## config.mk

```make
export PLATFORM = sky130hd
export DESIGN_NAME = bram_stream_reader
export DESIGN_NICKNAME = d
export VERILOG_FILES = /design/src/rtl/bram_stream_reader.sv
export SDC_FILE = /design/constraint.sdc
export NUM_CORES = 1
export LEC_CHECK = 0
export ABC_CLOCK_PERIOD_IN_PS = 4150
export CAP_MARGIN = 20
export CORE_MARGIN = 5
export CORE_UTILIZATION = 50
export CTS_CLUSTER_DIAMETER = 30
export CTS_CLUSTER_SIZE = 28
export DETAILED_ROUTE_END_ITERATION = 8
export PLACE_DENSITY = 0.89
export SLEW_MARGIN = 10
export SYNTH_ARGS = -nofsm -noshare
export SYNTH_HDL_FRONTEND = slang
export SYNTH_SLANG_ARGS = --single-unit
export TNS_END_PERCENT = 10
```

## constraint.sdc

```tcl
create_clock -name i_clk -period 4.15 [get_ports i_clk]
set_clock_uncertainty 0.15 [all_clocks]
set_input_delay 0.83 -clock i_clk [delete_from_list [all_inputs] [get_ports i_clk]]
set_output_delay 0.83 -clock i_clk [all_outputs]
set_load 0.1 [all_outputs]
```

## src/rtl/bram_stream_reader.sv

```systemverilog
// bram_stream_reader: reads i_len words from a simple-dual-port RAM
// starting at i_base_addr and presents them as a valid/ready stream.
// Ports: i_clk, i_rst (sync, active-high), i_go/i_base_addr/i_len
// (start request), o_bram_en/o_bram_addr/i_bram_dout (RAM read side),
// o_data/o_valid/i_ready (stream), o_busy, o_done (1-cycle pulse).
// Optional: define STREAM_LAST_EN to add o_last on the final word.
module bram_stream_reader #(
   parameter int RAM_WIDTH  = 8,
   parameter int RAM_DEPTH  = 128,
   parameter int ADDR_WIDTH = 7
) (
   input  logic                  i_clk,
   input  logic                  i_rst,
   input  logic                  i_go,
   input  logic [ADDR_WIDTH-1:0] i_base_addr,
   input  logic [ADDR_WIDTH:0]   i_len,
   output logic                  o_bram_en,
   output logic [ADDR_WIDTH-1:0] o_bram_addr,
   input  logic [RAM_WIDTH-1:0]  i_bram_dout,
   output logic [RAM_WIDTH-1:0]  o_data,
   output logic                  o_valid,
   input  logic                  i_ready,
`ifdef STREAM_LAST_EN
   output logic                  o_last,
`endif
   output logic                  o_busy,
   output logic                  o_done
);

   localparam int CW = ADDR_WIDTH + 1;

   typedef enum logic [1:0] {
      S_IDLE,
      S_READ,
      S_DRAIN,
      S_DONE
   } state_t;

   state_t                state_q, state_d;
   logic [ADDR_WIDTH-1:0] base_q, base_d;
   logic [CW-1:0]         len_q, len_d;
   logic [CW-1:0]         cnt_q, cnt_d;
   logic                  infl_q, infl_d;
   logic [RAM_WIDTH-1:0]  mem_q [2];
   logic [RAM_WIDTH-1:0]  mem_d [2];
   logic                  wptr_q, wptr_d;
   logic                  rptr_q, rptr_d;
   logic [1:0]            count_q, count_d;
`ifdef STREAM_LAST_EN
   logic                  lmem_q [2];
   logic                  lmem_d [2];
   logic                  infl_last_q, infl_last_d;
`endif

   logic [1:0]    occ;
   logic          pop;
   logic          push;
   logic          issue;
   logic          last_issue;
   logic [CW-1:0] sum;

   always_comb begin
      state_d  = state_q;
      base_d   = base_q;
      len_d    = len_q;
      mem_d    = mem_q;
      // occ counts words already stored plus the one returning this cycle
      occ      = count_q + 2'(infl_q);
      pop      = (count_q != 2'd0) && i_ready;
      push     = infl_q;
      // a slot frees up this cycle if the head is being popped
      issue    = (state_q == S_READ) &&
                 ((occ < 2'd2) || ((occ == 2'd2) && pop));
      last_issue = issue && ((cnt_q + CW'(1)) == len_q);
      infl_d   = issue;
      cnt_d    = cnt_q + CW'(issue);
      if (push) begin
         mem_d[wptr_q] = i_bram_dout;
      end
      wptr_d   = wptr_q ^ push;
      rptr_d   = rptr_q ^ pop;
      count_d  = count_q + 2'(push) - 2'(pop);
`ifdef STREAM_LAST_EN
      lmem_d      = lmem_q;
      infl_last_d = last_issue;
      if (push) begin
         lmem_d[wptr_q] = infl_last_q;
      end
`endif

      unique case (state_q)
         S_IDLE: begin
            if (i_go) begin
               base_d  = i_base_addr;
               len_d   = i_len;
               cnt_d   = '0;
               state_d = (i_len == '0) ? S_DONE : S_READ;
            end
         end
         S_READ: begin
            if (last_issue) begin
               state_d = S_DRAIN;
            end
         end
         S_DRAIN: begin
            // finish once the last word leaves the FIFO this cycle
            if ((count_d == 2'd0) && !infl_q) begin
               state_d = S_DONE;
            end
         end
         S_DONE: begin
            state_d = S_IDLE;
         end
         default: begin
            state_d = S_IDLE;
         end
      endcase

      sum = {1'b0, base_q} + cnt_q;
   end

   always_ff @(posedge i_clk) begin
      if (i_rst) begin
         state_q  <= S_IDLE;
         base_q   <= '0;
         len_q    <= '0;
         cnt_q    <= '0;
         infl_q   <= 1'b0;
         mem_q[0] <= '0;
         mem_q[1] <= '0;
         wptr_q   <= 1'b0;
         rptr_q   <= 1'b0;
         count_q  <= '0;
`ifdef STREAM_LAST_EN
         lmem_q[0]   <= 1'b0;
         lmem_q[1]   <= 1'b0;
         infl_last_q <= 1'b0;
`endif
      end else begin
         state_q  <= state_d;
         base_q   <= base_d;
         len_q    <= len_d;
         cnt_q    <= cnt_d;
         infl_q   <= infl_d;
         mem_q    <= mem_d;
         wptr_q   <= wptr_d;
         rptr_q   <= rptr_d;
         count_q  <= count_d;
`ifdef STREAM_LAST_EN
         lmem_q      <= lmem_d;
         infl_last_q <= infl_last_d;
`endif
      end
   end

   assign o_bram_en   = issue;
   assign o_bram_addr = issue ? ADDR_WIDTH'(sum % RAM_DEPTH) : '0;
   assign o_data      = mem_q[rptr_q];
   assign o_valid     = (count_q != 2'd0);
   assign o_busy      = (state_q != S_IDLE);
   assign o_done      = (state_q == S_DONE);
`ifdef STREAM_LAST_EN
   assign o_last      = o_valid && lmem_q[rptr_q];
`endif

endmodule

```

-- Word level (Yosys, flattened, before mapping)
Cells that the tools add are included.
- flip-flop bits (word level): 46
- bits of input ports: 27
- output and inout port bits: 19
- logic and storage cells: 60
- mux-type cells: 14
- eq/ne operators: 8
- reduce and logical (&&, ||, !) cells: 15
- bitwise gates (word level): 4
- $lt $le $gt $ge: 4
- add/subtract/negate cells: 5
- operators with widths (operator ; count):
    8-bit 2-to-1 mux ; 6
    16-bit bitwise mux ; 1
    8-bit by 1-bit adder with 8-bit output ; 1
    8-bit by 1-bit adder with 8-bit output, second input constant ; 1
    8-bit demux with 1-bit select ; 1
    8-bit equality test ; 1
    8-bit zero test ; 1
    2-bit 2-to-1 mux ; 4
    2-bit one-hot mux with 4 select lines ; 1
    7-bit adder ; 1
    7-bit 2-to-1 mux ; 1
    2-bit equality test, second input constant ; 3
    1-bit logical AND ; 6
    2-bit inequality test, second input constant ; 3
    2-bit greater-or-equal comparator, second input constant ; 2
    2-bit zero test ; 2
    1-bit inverter with 2-bit output ; 2
    2-bit nonzero test ; 2
    3-bit AND reduction ; 1
    2-bit by 1-bit adder with 2-bit output ; 1
    2-bit by 1-bit equality test with 1-bit output, second input constant ; 1
    2-bit by 1-bit < comparator with 1-bit output, second input constant ; 1
    2-bit < comparator, second input constant ; 1
    2-bit AND reduction ; 1
    other kinds (4) ; 5

-- Depth between registers and ports, before layout
- depth in word-level cells: 8
- mapped depth: 12
- gate-level depth less buffers: 12

-- Worst setup path after synthesis
OpenSTA, ideal clock, no wires.
- path type: flip-flop to output port
- start: register cnt_q[0]
- end: output o_bram_addr[6]
- arrival time: 2.882 ns
- required time: 3.170 ns
- buffers on the path: 0
- setup slack: 0.288 ns
- cell stages (with the launch flop): 9
- cell sequence: dfxtp_1 > ha_1 > fa_1 > a21o_1 > a21oi_1 > o21bai_1 > a21oi_1 > xnor2_1 > nor2_1
- word-level cells in the longest chain between the ends: 2
- RTL lines (element ; line ; text):
    from (decl) ; 42 ; logic [CW-1:0] cnt_q, cnt_d;
    from (signal assigned) ; 143 ; cnt_q <= cnt_d;
    7-bit adder ; 119 ; sum = {1'b0, base_q} + cnt_q;
    7-bit 2-to-1 mux ; 157 ; assign o_bram_addr = issue ? ADDR_WIDTH'(sum % RAM_DEPTH) : '0;
    to (decl) ; 18 ; output logic [ADDR_WIDTH-1:0] o_bram_addr,
Every way passes these cells.

-- Worst setup path in the final report
Same ends and word-level chain as after synthesis.

==> summary.md <==
| Metric | Value |
|---|---|
| Sort of element at the end of the critical path | primary output |
| Horiz. Die Dim | 79.8 um |
| Routed length per instance | 14.3 um |
| Most area-hungry cell type in the Yosys netlist | sky130_fd_sc_hd__dfxtp_1 |
| Final GP Congestion | 0.809 |
| Count of cell types in the netlist | 37 |
| Worst-path cell with the longest stage delay | sky130_fd_sc_hd__fa_1 |
| Post-Synthesis Net Count | 325 |
| Clock Pin Slew Worst Setup and Hold Paths | 0.08 ns |
| Top Ports | 46 |
| Final hold violation count | 0 |
| Post-layout min period | 3.52 ns |
| Leak Pwr | 1.24 nW |
| Synthesized flop and latch total | 46 |
| Final setup violation count | 0 |
| Min setup slack post-route | 0.629 ns |
| Synth warn | 0 |
| Post-layout nets | 364 |
| Final-report max-slew violation count | 0 |
| Core region area | 0.00472 mm^2 |
| Family with the most delay on the worst path | compound AO/OA/AOI/OAI gates |
| Max Fclk | 284 MHz |
| Setup repair after global routing missed its margin | no |
| Via count of the first global-routing pass | 2076 |
| Total Die Area | 0.00637 mm^2 |
| Share of layout cells above drive strength 1 | 0.0878 |
| Detailed-placement wirelength estimate | 4200 um |
| Crit path top cell by count | sky130_fd_sc_hd__a21oi_1 |
| Critical Path Start | cnt_q[0] |
| Antenna cell count | 0 |
| Outcome | finished clean |
| Post-Place Setup Slack | 0.730 ns |
| Wire length of the first global-routing pass | 9340 um |
| VDD IR-drop max | 0.416 mV |
| Startpoint of the lowest-slack register-to-register path | infl_q |
| Effective utilization at floorplan | 0.516 |
| Synthesized instance count | 279 |
| Aggregate negative setup slack | 0 ns |
| CP Launch Type | flop |
| Worst slew margin relative to its limit | 0.349 |
| Buffer count from post-CTS setup fixing | 0 |
| DRC | 0 |
| Fraction of synthesized cell area taken by the top area cell type | 0.378 |
| Number of DRC markers after the initial detailed-route iteration | 152 |
| Tcrit/Tclk final | 0.848 |
| Deepest clock path buffer count | 2 |
| Vias after detailed routing | 1998 |
| Initial antenna violation count | 0 |
| Data required time at the worst endpoint | 3.17 ns |
| Clock buffers created by TritonCTS | 5 |
| CTS hold repair buffers | 0 |
| DRT Pass-1 Iters | 4 |
| Port buffer count | 45 |
| Remaining Overflow, GRT | 0 |
| Top_reg_cell synth | sky130_fd_sc_hd__dfxtp_1 |
| Synthesized cell area | 0.00244 mm^2 |
| Clock latency at the later pin of the worst-skew pair | 0.30 ns |
| Pin count of the biggest net entering global routing | 23 |
| Post-detailed-routing wire length | 5520 um |
| Die Span Y | 79.8 um |
| Number of buffers and inverters on the critical path | 1 |
| Cell-by-cell trace of the critical path | ha_1, fa_1, a21o_1, a21oi_1, o21bai_1, a21oi_1, xnor2_1, nor2_1, buf_12 |
| Cells taking the most area after synthesis | sky130_fd_sc_hd__dfxtp_1 (38%), sky130_fd_sc_hd__ha_1 (9.2%), sky130_fd_sc_hd__mux2i_1 (7.0%), sky130_fd_sc_hd__nor2_1 (6.2%), sky130_fd_sc_hd__nand2_1 (5.8%) |
| Largest fanout on the critical path | 6 |
| Global-route total usage across every layer | 0.188 |
| Arrival time at the worst endpoint | 2.54 ns |
| Detailed-route vias per instance | 5.18 |
| Highest cell delay on the worst timing path | 0.42 ns |
| Number of clock sinks | 46 |
| Synthesized area per cell | 8.74 um^2 |
| Post-CTS sizing | 0 |
| Post-detailed-route count of antenna-violating nets | 0 |
| Post-synthesis to final-layout area growth | 26.6% |
| Class of the tightest hold or removal check | flop to flop |
| Critical setup path kind | flop to primary output |
| Max-capacitance violation count | 0 |
| Cell at the root of the clock tree | sky130_fd_sc_hd__clkbuf_8 |
| Number of enable-type register cells in the synthesized netlist | 0 |
| TritonCTS clock tree | yes |
| Deepest level of the CTS H-tree | 2 |
| Portion of the post-synthesis area used by sequential elements | 0.378 |
| Slew of the pin with the lowest slew margin | 0.974 ns |
| Standard-cell rows | 25 |
| Origin of the worst min-delay path | len_q[5] |
| Ratio of total power to cell area | 558 mW/mm^2 |
| Post-synthesis async set-or-reset flop share | 0 |
## metrics by stage
stage                     cell area [um^2]  hold WS, ns  total power, mW  utilization  std cells
after floorplan                       2440        0.291             1.19            -        279
after global placement                2980        0.297             1.38        0.631        378
after detailed placement              2980        0.311             1.41        0.631        378
after CTS                             3090        0.323             1.74        0.654        386
after global routing                  3090        0.343             1.83        0.654        386
final                                 3090        0.319             1.72        0.654        386
## power breakdown
group	total, mW	switching, mW	internal, mW
combinational	0.825	0.547	0.278
clock	0.327	0.147	0.180
sequential	0.570	0.0619	0.508
## flip-flops by register name (all words and copies together) (netlist names)
name and count:
state_q 2, base_q 7, mem_q 16, rptr_q 1, count_q 2, len_q 8
cnt_q 8, wptr_q 1, infl_q 1
## cells in the mapped netlist, drive strengths merged (3+ instances only)
cell type / n
mux2: 8
inv: 12
xor2: 10
dfxtp: 46
clkbuf: 13
nor2: 40
xnor2: 16
nand3: 5
nand2: 38
mux2i: 17
a21oi: 21
nor2b: 3
nand2b: 3
ha: 18
## routing by layer
metal  track usage  routed length (um)
met5             0                   0
met4        0.0811                  92
met3        0.0609                 287
met2         0.326                2830
met1         0.209                2310
## cells in the final DEF (no fill, tap or decap), types with 2 or more instances in the layout
cell type / synthesis / final
sky130_fd_sc_hd__dfxtp_1: 46 / 46
sky130_fd_sc_hd__nor2_1: 40 / 40
sky130_fd_sc_hd__nand2_1: 38 / 38
sky130_fd_sc_hd__clkdlybuf4s50_1: 0 / 37
sky130_fd_sc_hd__a21oi_1: 21 / 21
sky130_fd_sc_hd__ha_1: 18 / 18
sky130_fd_sc_hd__mux2i_1: 17 / 17
sky130_fd_sc_hd__xnor2_1: 16 / 16
sky130_fd_sc_hd__inv_1: 12 / 12
sky130_fd_sc_hd__xor2_1: 10 / 10
sky130_fd_sc_hd__mux2_2: 8 / 8
sky130_fd_sc_hd__buf_12: 0 / 6
sky130_fd_sc_hd__clkbuf_8: 0 / 5
sky130_fd_sc_hd__nand3_1: 4 / 4
sky130_fd_sc_hd__nand2b_1: 3 / 3
sky130_fd_sc_hd__nor2b_1: 3 / 3
sky130_fd_sc_hd__buf_4: 0 / 3
sky130_fd_sc_hd__and2_1: 2 / 2
sky130_fd_sc_hd__a21o_1: 2 / 2
sky130_fd_sc_hd__o21bai_1: 2 / 2
sky130_fd_sc_hd__and3_1: 2 / 2
sky130_fd_sc_hd__nor4_1: 2 / 2
sky130_fd_sc_hd__a211o_1: 2 / 2
sky130_fd_sc_hd__nor3b_1: 2 / 2
sky130_fd_sc_hd__clkbuf_1: 13 / 2
## worst register-to-register path, cell delays in order, from the launching register on
cell,delay (ns)
sky130_fd_sc_hd__dfxtp_1,0.35
sky130_fd_sc_hd__ha_1,0.31
sky130_fd_sc_hd__inv_1,0.08
sky130_fd_sc_hd__nand2_1,0.05
sky130_fd_sc_hd__a22oi_1,0.37
sky130_fd_sc_hd__nand2_1,0.27
sky130_fd_sc_hd__inv_1,0.20
sky130_fd_sc_hd__ha_1,0.22
sky130_fd_sc_hd__nand2_1,0.08
sky130_fd_sc_hd__nor2_1,0.20
sky130_fd_sc_hd__nand3_1,0.12
sky130_fd_sc_hd__xor2_1,0.15
sky130_fd_sc_hd__nor2_1,0.06
## cell type report
class,instances,area [um^2]
Timing Repair Buffer,46,513
Clock inverter,1,30.0
Tap cell,67,83.8
Fill cell,372,1640
Multi-Input combinational cell,207,1420
Inverter,12,45.0
Clock buffer,7,76.3
Sequential cell,46,921
## path summary, 6_finish.rpt
check | to | slack [ns] | depth (start not counted)
worst min register to register | len_q[5] | 0.32 | 2
worst max-delay path | o_bram_addr[6] | 0.63 | 9
worst max register to register | cnt_q[7] | 1.42 | 12
worst min-delay path | len_q[5] | 0.32 | 2
## logic make-up (layout without fill, tap and decap cells)
family          count (synthesis)  after routing  share of synthesized area
compound gates                 35             35                     0.0970
xor+xnor                       26             26                     0.0934
fa+ha+maj                      19             19                      0.101
buf+inv                        26             66                     0.0405
flops                          46             46                      0.378
mux                            25             25                      0.107
simple gates                  102            102                      0.184
No activity file was read; power rests on OpenSTA's default activity.
